`config.mk`:
```
export PLATFORM = sky130hd
export DESIGN_NAME = inc_sat_counter
export DESIGN_NICKNAME = d
export VERILOG_FILES = /design/src/rtl/rv_ic_pkg.sv /design/src/rtl/inc_sat_counter_add1.sv /design/src/rtl/inc_sat_counter.sv
export SDC_FILE = /design/constraint.sdc
export NUM_CORES = 1
export LEC_CHECK = 0
export BUFFER_PORTS_ARGS = -buffer_cell sky130_fd_sc_hd__buf_2
export CORE_AREA = 8 8 45 47
export DETAILED_ROUTE_END_ITERATION = 6
export DIE_AREA = 0 0 53 55
export GPL_ROUTABILITY_DRIVEN = 0
export PLACE_DENSITY_LB_ADDON = 0.12
export SKIP_LAST_GASP = 1
export SLEW_MARGIN = 20
export SYNTH_ARGS = -nofsm -noshare
export SYNTH_HDL_FRONTEND = slang
export SYNTH_SLANG_ARGS = --single-unit
```
`constraint.sdc`:
```
create_clock -name clk -period 3.1 [get_ports clk]
set_clock_uncertainty 0.2 [all_clocks]
set_input_delay 0 -clock clk [delete_from_list [all_inputs] [get_ports clk]]
set_output_delay 0 -clock clk [all_outputs]
set_load 0.1 [all_outputs]
```
`src/rtl/rv_ic_pkg.sv`:
```
// Shared definitions for the saturating increment counter: FSM state encodings
// and a helper that classifies a count value into its state.
package rv_ic_pkg;

    typedef enum logic [1:0] {
        IDLE = 2'd0,
        RUN  = 2'd1,
        SAT  = 2'd2
    } state_e;

    function automatic state_e state_of(input logic is_zero, input logic is_limit);
        state_e s;
        if (is_zero)       s = IDLE;
        else if (is_limit) s = SAT;
        else               s = RUN;
        return s;
    endfunction

endpackage

```
`src/rtl/inc_sat_counter_add1.sv`:
```
// Combinational +1 block; holds at all-ones rather than rolling over, mirroring
// the existing decrement block.
module Add1 #(
    parameter int N = 4
) (
    input  logic [N-1:0] Vin,
    output logic [N-1:0] Vout
);

    assign Vout = (Vin == {N{1'b1}}) ? {N{1'b1}} : Vin + N'(1);

endmodule

```
`src/rtl/inc_sat_counter.sv`:
```
// Saturating up-counter with clear/load and a valid/ready increment port.
// Define INC_SAT_WRAP_EN to let an increment in SAT wrap the count back to 0.
module inc_sat_counter
    import rv_ic_pkg::*;
#(
    parameter int N     = 4,
    parameter int LIMIT = 2**N - 1
) (
    input  logic         clk,
    input  logic         rst,
    input  logic         clr,
    input  logic         load,
    input  logic [N-1:0] Din,
    input  logic         inc_valid,
    output logic         inc_ready,
    output logic [N-1:0] Vout,
    output logic         sat,
    output logic         sat_pulse
);

    localparam logic [N-1:0] LIM = N'(LIMIT);

    state_e       state_q, state_d;
    logic [N-1:0] vout_q, vout_d;
    logic         sat_pulse_q, sat_pulse_d;
    logic [N-1:0] add_out;
    logic         wrap_now;

    Add1 #(.N(N)) u_add1 (
        .Vin  (vout_q),
        .Vout (add_out)
    );

`ifdef INC_SAT_WRAP_EN
    assign inc_ready = 1'b1;
    assign wrap_now  = (state_q == SAT);
`else
    assign inc_ready = (state_q != SAT);
    assign wrap_now  = 1'b0;
`endif

    // clr beats load beats increment; an increment is only taken below LIMIT
    // unless the wrap build lets SAT roll over to zero.
    always_comb begin
        vout_d = vout_q;
        if (clr)
            vout_d = '0;
        else if (load)
            vout_d = (Din > LIM) ? LIM : Din;
        else if (inc_valid && inc_ready)
            vout_d = wrap_now ? '0 : add_out;

        state_d     = state_of(vout_d == '0, vout_d == LIM);
        sat_pulse_d = (vout_d == LIM) && (state_q != SAT);
    end

    always_ff @(posedge clk) begin
        if (rst) begin
            state_q     <= IDLE;
            vout_q      <= '0;
            sat_pulse_q <= 1'b0;
        end else begin
            state_q     <= state_d;
            vout_q      <= vout_d;
            sat_pulse_q <= sat_pulse_d;
        end
    end

    assign Vout      = vout_q;
    assign sat       = (state_q == SAT);
    assign sat_pulse = sat_pulse_q;

endmodule

```
==> results.json <==
{
  "status": "finished clean",
  "place_area_um2": 495,
  "synthTopCellsByArea": "dfxtp_1 33%, a2111oi_4 6.5%, a21oi_1 4.7%, nor2_1 4.4%, buf_8 3.5%",
  "total_power_mw": 0.229,
  "post_cts_buffers": 0,
  "setup_viol": 0,
  "clock_latency_ns": 0.24,
  "hp-class": "in2reg",
  "insertedDiodeCount": 0,
  "yosysSeqAreaShare": 0.328,
  "hold_viol": 0,
  "synth-edff-count": 0,
  "timing.fmax_mhz": 441,
  "cts_buffer_depth": 2,
  "crit_fanout": 5,
  "fillers": 147,
  "synth.ff_latch_count": 7,
  "io_buffers": 15,
  "leakagePower_nw": 0.250,
  "min_period_over_period": 0.732,
  "num_vias": 394,
  "synthesis.area_um2": 427,
  "grt_pass1_vias": 391,
  "clk_pin_slew_ns": 0.05,
  "grt_max_degree": 10,
  "drc": 0,
  "worstMarginPinSlew_ns": 0.490,
  "drtIter0Drc": 4,
  "rsz0062_at_grt": "no",
  "drt_wl_total_um": 974,
  "final.setup.tns_ns": 0,
  "synth_cell_type_count": 28,
  "die_area_um2": 2920,
  "start_util": 0.308,
  "cp.arrival_ns": 2.26,
  "cts.sinks": 7,
  "cts_tree": "done",
  "firstDrtPassIters": 4,
  "die_width_um": 53,
  "synth_top_cell_by_area": "dfxtp_1",
  "design_area_um2": 552,
  "fin_crit_ns": 2.27,
  "vdd_drop_max_mv": 0.165,
  "dieHeight_um": 55,
  "grt_pass1_wl_um": 1580,
  "ctsResizeCount": 0,
  "cts_made_buffers": 3,
  "rows": 14,
  "endpoint_kind": "register",
  "drv_cap": 0,
  "slew_headroom": 0.676,
  "antenna_found_initial": 0,
  "synth.net_count": 56,
  "synth_cells": 46,
  "coreArea_um2": 1380,
  "dp_hpwl_um": 792,
  "h-tree-depth": 1,
  "ioPinCount": 16,
  "cp-start-kind": "register",
  "synth_flop_cell": "dfxtp_1",
  "powerDensity_nw_per_um2": 414,
  "areaGrowthSynthToFinish_pct": 29.3,
  "slew_violations": 0,
  "crit_type": "reg2reg",
  "drive_gt1_frac": 0.379,
  "crit_required_ns": 3.09,
  "gr-total-overflow": 0,
  "syn_avg_cell_area_um2": 9.28,
  "track_usage": 0.0717,
  "async_reset_ff_frac": 0,
  "yosysWarnings": 0,
  "fin_nets": 77,
  "via_per_inst": 4.80,
  "wire_per_inst_um": 11.9,
  "final_antenna_net_count": 0,
  "cts_root_buf": "clkbuf_4",
  "synth_top_cell_area_share": 0.328
}
==> power by group <==
group | total, mW | switching, mW | internal [mW]
sequential | 0.0967 | 0.00293 | 0.0938
combinational | 0.0516 | 0.0342 | 0.0174
clock | 0.0804 | 0.0314 | 0.0490
total | 0.229 | 0.0685 | 0.160
==> kinds of logic after synthesis <==
| logic type | Yosys count | synth area share |
|---|---|---|
| AOI/OAI and AO/OA | 11 | 0.223 |
| adders and majority gates | 1 | 0.0293 |
| buffers and inverters | 6 | 0.0968 |
| DFF | 7 | 0.328 |
| and+or+nand+nor | 21 | 0.323 |
==> timing repair <==
item	4_1_cts	5_1_grt
hold endpoints to repair	7	0
hold buffers	3	0
endpoints found under the setup margin	0	0
==> layer usage <==
layer | global-route usage | vias to the layer above | share of wire
li1 | - | 205 | -
met1 | 0.0854 | 176 | 0.49
met2 | 0.115 | 13 | 0.44
met3 | 0.0187 | 0 | 0.076
met4 | 0.0388 | 0 | 0
met5 | 0 | - | 0
==> cells in the final DEF (no fill, tap or decap) <==
| cell | n |
|---|---|
| nor4_1 | 1 |
| inv_1 | 3 |
| a2111oi_4 | 1 |
| a21oi_1 | 4 |
| o21ai_0 | 1 |
| clkbuf_1 | 1 |
| nand2_1 | 1 |
| dlygate4sd3_1 | 3 |
| a211oi_1 | 1 |
| a2111o_1 | 1 |
| nor2_1 | 5 |
| dfxtp_1 | 7 |
| nor3_2 | 1 |
| and4_1 | 1 |
| clkbuf_4 | 3 |
| ha_1 | 1 |
| inv_2 | 1 |
| nor2b_1 | 1 |
| a31oi_1 | 1 |
| nor4b_1 | 1 |
| nand3_2 | 1 |
| and3_1 | 2 |
| buf_2 | 15 |
| nand3_1 | 1 |
| o21ai_1 | 1 |
| and2_1 | 2 |
| a31oi_2 | 1 |
| and3_4 | 1 |
| nand2b_4 | 1 |
| nor3_1 | 2 |
==> sequential cells by signal, indices dropped and copies added (netlist names) <==
signal and cells:
Vout 4, sat_pulse 1, state_q 2
==> critical path, stage by stage (launching register included) <==
cell and delay [ns]:
dfxtp_1 0.39, ha_1 0.24, nand3_1 0.09, and3_4 0.20, a2111oi_4 0.34, a31oi_2 0.10
nor2_1 0.11, dlygate4sd3_1 0.54
==> path summary, 6_finish.rpt <==
check	cells after the start	startpoint	slack, ns	to
setup / recovery	7	Vout[0]	0.83	Vout[1]
setup reg to reg	7	Vout[0]	0.83	Vout[1]
hold reg to reg	2	state_q[1]	0.42	sat_pulse
hold / removal	4	Din[3]	0.04	Vout[3]
==> through the flow <==
| step | worst slack (ns) | utilization | hold slack [ns] | instances |
|---|---|---|---|---|
| after detailed placement | 1.06 | 0.358 | 0.0268 | 75 |
| after global placement | 1.07 | 0.358 | 0.0346 | 75 |
| final | 0.831 | 0.399 | 0.0442 | 82 |
| after CTS | 0.827 | 0.399 | 0.0483 | 82 |
| after floorplan | 0.388 | - | -0.128 | 46 |
| after global routing | 0.656 | 0.399 | 0.0541 | 82 |
==> cell type report <==
cell class | count | area (um^2) | share of cell area
sequential | 7 | 140 | 0.254
clock buffer | 4 | 26.3 | 0.0476
inverter | 4 | 15.0 | 0.0272
timing repair buffer | 18 | 105 | 0.190
multi-input combinational | 33 | 245 | 0.444
tap | 16 | 20.0 | 0.0363
==> cells in the mapped netlist, types with 2 or more instances <==
cell / number
and2_1: 2
a21oi_1: 4
dfxtp_1: 7
nor3_1: 2
nor2_1: 5
inv_1: 3
and3_1: 2
(Power assumes the default switching activity.)
